===== src/rtl/rectifier_adc_sequencer.sv =====
// Periodic acquisition sequencer for the two AD7822 converters (battery current and voltage)
// that share one 8-bit data bus: convert-start, EOC wait with timeout, then one read per device.
module rectifier_adc_sequencer #(
    parameter int SAMPLE_DIV  = 100,
    parameter int CONVST_W    = 2,
    parameter int RD_W        = 3,
    parameter int EOC_TIMEOUT = 50
) (
    input  logic       i_CLK,
    input  logic       i_RST_n,
    input  logic       i_enable,
    input  logic       i_err_clr,
    input  logic [7:0] i_ADC_DATA,
    input  logic       i_EOC_I_n,
    input  logic       i_EOC_V_n,
    output logic       o_CONVST_n,
    output logic       o_CS_I_n,
    output logic       o_CS_V_n,
    output logic       o_RD_n,
    output logic [7:0] o_Ibat_ADC,
    output logic [7:0] o_Vbat_ADC,
    output logic       o_valid_I,
    output logic       o_valid_V,
    output logic       o_timeout_err
);

    localparam int PER_W  = $clog2(SAMPLE_DIV + 1);
    localparam int TMO_W  = $clog2(EOC_TIMEOUT + 1);
    localparam int PH_MAX = (CONVST_W > RD_W) ? CONVST_W : RD_W;
    localparam int PH_W   = $clog2(PH_MAX + 1);

    localparam logic [PER_W-1:0] PER_LAST  = PER_W'(SAMPLE_DIV - 1);
    localparam logic [PER_W-1:0] PER_MAX   = PER_W'(SAMPLE_DIV);
    localparam logic [TMO_W-1:0] TMO_LAST  = TMO_W'(EOC_TIMEOUT);
    localparam logic [PH_W-1:0]  CONV_LAST = PH_W'(CONVST_W - 1);
    localparam logic [PH_W-1:0]  RD_LAST   = PH_W'(RD_W - 1);

    typedef enum logic [2:0] {
        ST_IDLE   = 3'd0,
        ST_CONV   = 3'd1,
        ST_WAIT   = 3'd2,
        ST_READ_I = 3'd3,
        ST_GAP    = 3'd4,
        ST_READ_V = 3'd5,
        ST_HOLD   = 3'd6
    } state_t;

    state_t           state_r;
    logic [PER_W-1:0] per_cnt_r;
    logic [TMO_W-1:0] tmo_cnt_r;
    logic [PH_W-1:0]  ph_cnt_r;
    logic             seen_i_r;
    logic             seen_v_r;
    logic             convst_n_r;
    logic             cs_i_n_r;
    logic             cs_v_n_r;
    logic             rd_n_r;
    logic [7:0]       ibat_r;
    logic [7:0]       vbat_r;
    logic             valid_i_r;
    logic             valid_v_r;
    logic             err_r;

    logic eoc_i_meta_r, eoc_i_sync_r, eoc_i_prev_r;
    logic eoc_v_meta_r, eoc_v_sync_r, eoc_v_prev_r;
    logic eoc_i_fall_s, eoc_v_fall_s;

    // Two-flop synchronisers for both EOC lines plus one history flop for edge detection
    always_ff @(posedge i_CLK or negedge i_RST_n) begin
        if (!i_RST_n) begin
            eoc_i_meta_r <= 1'b1;
            eoc_i_sync_r <= 1'b1;
            eoc_i_prev_r <= 1'b1;
            eoc_v_meta_r <= 1'b1;
            eoc_v_sync_r <= 1'b1;
            eoc_v_prev_r <= 1'b1;
        end else begin
            eoc_i_meta_r <= i_EOC_I_n;
            eoc_i_sync_r <= eoc_i_meta_r;
            eoc_i_prev_r <= eoc_i_sync_r;
            eoc_v_meta_r <= i_EOC_V_n;
            eoc_v_sync_r <= eoc_v_meta_r;
            eoc_v_prev_r <= eoc_v_sync_r;
        end
    end

    assign eoc_i_fall_s = eoc_i_prev_r & ~eoc_i_sync_r;
    assign eoc_v_fall_s = eoc_v_prev_r & ~eoc_v_sync_r;

    // Sequencer FSM; every bus strobe is a register updated together with the state it belongs to
    always_ff @(posedge i_CLK or negedge i_RST_n) begin
        if (!i_RST_n) begin
            state_r    <= ST_IDLE;
            per_cnt_r  <= {PER_W{1'b0}};
            tmo_cnt_r  <= {TMO_W{1'b0}};
            ph_cnt_r   <= {PH_W{1'b0}};
            seen_i_r   <= 1'b0;
            seen_v_r   <= 1'b0;
            convst_n_r <= 1'b1;
            cs_i_n_r   <= 1'b1;
            cs_v_n_r   <= 1'b1;
            rd_n_r     <= 1'b1;
            ibat_r     <= 8'h00;
            vbat_r     <= 8'h00;
            valid_i_r  <= 1'b0;
            valid_v_r  <= 1'b0;
            err_r      <= 1'b0;
        end else begin
            valid_i_r <= 1'b0;
            valid_v_r <= 1'b0;
            per_cnt_r <= (per_cnt_r == PER_MAX) ? per_cnt_r : per_cnt_r + PER_W'(1);
            if (eoc_i_fall_s) seen_i_r <= 1'b1;
            if (eoc_v_fall_s) seen_v_r <= 1'b1;
            // A timeout assigned later in this block overrides the clear
            if (i_err_clr) err_r <= 1'b0;

            case (state_r)
                ST_IDLE: begin
                    if (i_enable) begin
                        state_r    <= ST_CONV;
                        convst_n_r <= 1'b0;
                        per_cnt_r  <= {PER_W{1'b0}};
                        ph_cnt_r   <= {PH_W{1'b0}};
                        seen_i_r   <= 1'b0;
                        seen_v_r   <= 1'b0;
                    end else begin
                        state_r <= ST_IDLE;
                    end
                end
                ST_CONV: begin
                    if (ph_cnt_r == CONV_LAST) begin
                        state_r    <= ST_WAIT;
                        convst_n_r <= 1'b1;
                        tmo_cnt_r  <= {TMO_W{1'b0}};
                    end else begin
                        ph_cnt_r <= ph_cnt_r + PH_W'(1);
                    end
                end
                ST_WAIT: begin
                    if ((seen_i_r && seen_v_r) || (tmo_cnt_r == TMO_LAST)) begin
                        if (!(seen_i_r && seen_v_r)) err_r <= 1'b1;
                        ph_cnt_r <= {PH_W{1'b0}};
                        if (seen_i_r) begin
                            state_r  <= ST_READ_I;
                            cs_i_n_r <= 1'b0;
                            rd_n_r   <= 1'b0;
                        end else if (seen_v_r) begin
                            state_r  <= ST_READ_V;
                            cs_v_n_r <= 1'b0;
                            rd_n_r   <= 1'b0;
                        end else begin
                            state_r <= ST_HOLD;
                        end
                    end else begin
                        tmo_cnt_r <= tmo_cnt_r + TMO_W'(1);
                    end
                end
                ST_READ_I: begin
                    if (ph_cnt_r == RD_LAST) begin
                        ibat_r    <= i_ADC_DATA;
                        valid_i_r <= 1'b1;
                        cs_i_n_r  <= 1'b1;
                        rd_n_r    <= 1'b1;
                        state_r   <= seen_v_r ? ST_GAP : ST_HOLD;
                    end else begin
                        ph_cnt_r <= ph_cnt_r + PH_W'(1);
                    end
                end
                ST_GAP: begin
                    state_r  <= ST_READ_V;
                    cs_v_n_r <= 1'b0;
                    rd_n_r   <= 1'b0;
                    ph_cnt_r <= {PH_W{1'b0}};
                end
                ST_READ_V: begin
                    if (ph_cnt_r == RD_LAST) begin
                        vbat_r    <= i_ADC_DATA;
                        valid_v_r <= 1'b1;
                        cs_v_n_r  <= 1'b1;
                        rd_n_r    <= 1'b1;
                        state_r   <= ST_HOLD;
                    end else begin
                        ph_cnt_r <= ph_cnt_r + PH_W'(1);
                    end
                end
                ST_HOLD: begin
                    // A counter already past the period means the sequence overran: restart at once
                    if (!i_enable) begin
                        state_r <= ST_IDLE;
                    end else if (per_cnt_r >= PER_LAST) begin
                        state_r    <= ST_CONV;
                        convst_n_r <= 1'b0;
                        per_cnt_r  <= {PER_W{1'b0}};
                        ph_cnt_r   <= {PH_W{1'b0}};
                        seen_i_r   <= 1'b0;
                        seen_v_r   <= 1'b0;
                    end else begin
                        state_r <= ST_HOLD;
                    end
                end
                default: begin
                    state_r    <= ST_IDLE;
                    convst_n_r <= 1'b1;
                    cs_i_n_r   <= 1'b1;
                    cs_v_n_r   <= 1'b1;
                    rd_n_r     <= 1'b1;
                end
            endcase
        end
    end

    assign o_CONVST_n    = convst_n_r;
    assign o_CS_I_n      = cs_i_n_r;
    assign o_CS_V_n      = cs_v_n_r;
    assign o_RD_n        = rd_n_r;
    assign o_Ibat_ADC    = ibat_r;
    assign o_Vbat_ADC    = vbat_r;
    assign o_valid_I     = valid_i_r;
    assign o_valid_V     = valid_v_r;
    assign o_timeout_err = err_r;

endmodule


===== config.mk =====
export PLATFORM = sky130hd
export DESIGN_NAME = rectifier_adc_sequencer
export DESIGN_NICKNAME = d
export VERILOG_FILES = /design/src/rtl/rectifier_adc_sequencer.sv
export SDC_FILE = /design/constraint.sdc
export NUM_CORES = 1
export LEC_CHECK = 0
export CORE_MARGIN = 8
export CORE_UTILIZATION = 30
export CTS_CLUSTER_DIAMETER = 150
export DETAILED_ROUTE_END_ITERATION = 7
export PLACE_DENSITY_LB_ADDON = 0.3
export SYNTH_ARGS = -nofsm -noshare
export SYNTH_HDL_FRONTEND = slang
export SYNTH_SLANG_ARGS = --single-unit
export TNS_END_PERCENT = 5

===== constraint.sdc =====
create_clock -name i_CLK -period 3.6 [get_ports i_CLK]
set_input_delay 0.36 -clock i_CLK [delete_from_list [all_inputs] [get_ports i_CLK]]
set_output_delay 0.36 -clock i_CLK [all_outputs]
set_load 0.02 [all_outputs]

==> out/qor.csv <==
metric,value,unit
synth_enable_flop_cells,0,
avgSynthCellArea,10.05,um^2
synthToLayoutAreaGrowth,25.51,%
fin_hold_ws,0.05876,ns
synth_flop_cell,sky130_fd_sc_hd__dfrtp_1,
cts_made_buffers,5,
fin_tns_setup,0,ns
clock.fmax,484.7,MHz
asyncSetResetFlopFracSynth,100.0,%
number_of_synthesized_register_bits,49,
post-route-min-period,2.063,ns
p_sw,0.9435,mW
clk_path_buf_depth,2,
p_sw_share,39.20,%
ant_nets,0,
worst_path_required,3.84,ns
place_hpwl,3.612,mm
chipHeight,103.0,um
unrepaired_setup_endpoints_after_global_routing,false,
post_synth_inst_count,226,
outcome,completed,
vdd_drop_max,328.7,uV
insertedDiodeCount,0,
worstPathMaxFanout,16,
path_class,register to register,
route.detailed.drc,0,
cts_tree,done,
numPortBuffers,36,
grt_overflow,0,
detailed_router_iteration_count_before_antenna_repair,4,
route.detailed.wl_per_inst,13.74,um
largest_net_degree_at_the_start_of_global_routing,28,
worst-slew-pin-transition,0.6966,ns
seq_power_share,40.4,%
synth.cell_area,2271,um^2
initial_core_util,31.14,%
cellLeakagePower,1.249,nW
routed-via-count,1679,
finalSetupViolations,0,
final.setup_skew,0.002236,ns
vias_per_cell,4.600,
synth_fp_nets,246,
crit_arrival,2.31,ns
io_pins,37,
h-tree-depth,2,
period_share,57.31,%
synth.area.top_cells,"sky130_fd_sc_hd__dfrtp_1, sky130_fd_sc_hd__dfstp_2, sky130_fd_sc_hd__nand2_1, sky130_fd_sc_hd__mux2_2, sky130_fd_sc_hd__a21oi_1",
finish.utilization,39.09,%
critical_path.endpoint_type,register,
grt_pass1_vias,1755,
std_cell_rows,31,
pwr_density_cell,844.5,nW/um^2
post-synth-top-area-fraction,42.98,%
grt_pass1_wl,8.500,mm
number_of_antenna_violations_at_the_first_check_in_global_routing,0,
yosys.cell_types.count,45,
resized_after_cts,0,
headroom_to_the_max_slew_limit,53.56,%
cts.sink_count,49,
post_route_cells_drive_above_1_share,12.03,%
clock_network_fraction_of_total_power,16.5,%
floorplan.die.width,103.0,um
number_of_endpoints_with_negative_hold_slack_in_the_final_report,0,
timing.hold.worst.class,input port to async pin,
cts.root.buffer_cell,sky130_fd_sc_hd__clkbuf_8,
proportion_of_synthesized_chip_area_in_sequential_cells,54.55,%
worst_setup_hold_path_clk_slew,0.09,ns
cts_post_setup_buffers_inserted,0,
gp_congestion,0.8066,
clkLatencyLatePin,0.30,ns
timing_max_transition_violations_final,0,
p_comb_share,43.1,%
drt-total-wl,5.015,mm
die_area,10610,um^2
fin_nets,285,
fp.coreArea,7292,um^2
critical_path.startpoint_type,register,
number_of_max_cap_violations,0,
internal-power,1.463,mW
yosys_warnings,0,
synth_top_cell_by_area,sky130_fd_sc_hd__dfrtp_1,
cts_hold_buffers,0,
detail_route.iter0.violations,68,
grtUsageTotal,10.29,%
[registers in the layout, summed over array words and instances (netlist names)]
| name | cells |
|---|---|
| o_Ibat_ADC | 8 |
| o_Vbat_ADC | 8 |
| per_cnt_r | 7 |
| tmo_cnt_r | 6 |
| state_r | 3 |
| ph_cnt_r | 2 |
| eoc_i_meta_r | 1 |
| eoc_i_prev_r | 1 |
| eoc_i_sync_r | 1 |
| eoc_v_meta_r | 1 |
| eoc_v_prev_r | 1 |
| eoc_v_sync_r | 1 |
| o_CONVST_n | 1 |
| o_CS_I_n | 1 |
| o_CS_V_n | 1 |
| o_RD_n | 1 |
| o_timeout_err | 1 |
| o_valid_I | 1 |
| o_valid_V | 1 |
| seen_i_r | 1 |
| seen_v_r | 1 |
[power by group through the flow]
stage	combinational [mW]	clock, mW	sequential [mW]
3_3_place_gp	1.04	0	0.976
3_5_place_dp	1.05	0	0.984
2_1_floorplan	0.558	0	1.05
5_1_grt	1.16	0.435	1.01
4_1_cts	1.05	0.412	0.974
6_report	1.04	0.398	0.972
[cells in the mapped netlist, drive strengths merged, types with 2 or more instances]
cell type and count:
mux2i 2, dfstp 10, o22ai 3, nor2b 4, or2 2, nor3 3
o31ai 3, inv 13, nand2 39, and3 3, ha 6, and3b 2
clkbuf 5, xor2 5, nand4 2, o21ai 8, a21oi 18, nor2 18
xnor2 3, dfrtp 39, mux2 8, nand2b 2, nand3 8
[cell families (layout without fill, tap and decap cells)]
logic type / count (synthesis) / after routing / synth area share, %
AND/OR/NAND/NOR: 93 / 93 / 19.67
flip-flops: 49 / 49 / 54.55
AO/OA/AOI/OAI: 41 / 41 / 11.41
buffers and inverters: 19 / 59 / 3.141
multiplexers: 10 / 10 / 4.849
XOR/XNOR: 8 / 8 / 3.086
adder cells (fa/ha/maj): 6 / 6 / 3.306
[final timing paths]
kind / from / cells after the start / endpoint / slack, ns
setup / recovery: state_r[1] / 5 / tmo_cnt_r[2] / 1.54
setup reg to reg: state_r[1] / 5 / tmo_cnt_r[2] / 1.54
max in group asynchronous: i_RST_n / 2 / per_cnt_r[4] / 2.80
hold reg to reg: eoc_i_meta_r / 0 / eoc_i_sync_r / 0.37
min in group i_CLK: eoc_i_meta_r / 0 / eoc_i_sync_r / 0.37
hold / removal: i_RST_n / 1 / per_cnt_r[5] / 0.06
[placed cells by master, fill, tap and decap left out, drive strengths merged, types with 2 or more instances in the layout]
master / netlist / routed
nand4: 2 / 2
nor3: 3 / 3
mux2: 8 / 8
clkbuf: 5 / 6
nand2b: 2 / 2
and3b: 2 / 2
clkinv: 1 / 2
ha: 6 / 6
a21oi: 18 / 18
xor2: 5 / 5
o22ai: 3 / 3
nand3: 8 / 8
mux2i: 2 / 2
dfrtp: 39 / 39
o21ai: 8 / 8
o31ai: 3 / 3
or2: 2 / 2
nor2: 18 / 18
nand2: 39 / 39
clkdlybuf4s50: 0 / 35
nor2b: 4 / 4
buf: 0 / 2
and3: 3 / 3
dfstp: 10 / 10
inv: 13 / 13
xnor2: 3 / 3
[per-layer routing]
layer | global-route usage [%] | vias to the layer above | routed length [um]
li1 | - | 845 | -
met1 | 12.71 | 793 | 2390
met2 | 15.83 | 33 | 2258
met3 | 3.309 | 8 | 256
met4 | 5.006 | 0 | 110
met5 | 0 | - | 0
[worst max-delay path, cell delays in order, from the launching register on]
cell and delay [ns]:
sky130_fd_sc_hd__dfrtp_1 0.62, sky130_fd_sc_hd__or3b_4 0.46, sky130_fd_sc_hd__a21oi_4 0.19, sky130_fd_sc_hd__a21oi_2 0.13, sky130_fd_sc_hd__or4b_1 0.52, sky130_fd_sc_hd__nand2_1 0.08
[through the flow]
| stage | cell area, um^2 | power [mW] | worst slack [ns] | std cells |
|---|---|---|---|---|
| 2_1_floorplan | 2271 | 1.611 | 1.871 | 226 |
| 3_3_place_gp | 2739 | 2.017 | 1.588 | 357 |
| 3_5_place_dp | 2739 | 2.029 | 1.552 | 357 |
| 4_1_cts | 2850 | 2.441 | 1.528 | 365 |
| 5_1_grt | 2850 | 2.605 | 1.353 | 365 |
| 6_report | 2850 | 2.407 | 1.537 | 365 |
[layout make-up]
cell class | count | area (um^2)
repair buffers | 37 | 362.8
flip-flops and latches | 49 | 1239
clock buffers | 6 | 72.57
inverters | 14 | 52.55
fillers | 775 | 4442
clock inverters | 2 | 38.79
multi-input cells | 158 | 960.9
well taps | 99 | 123.9
Power figures use the tool's default switching activity.
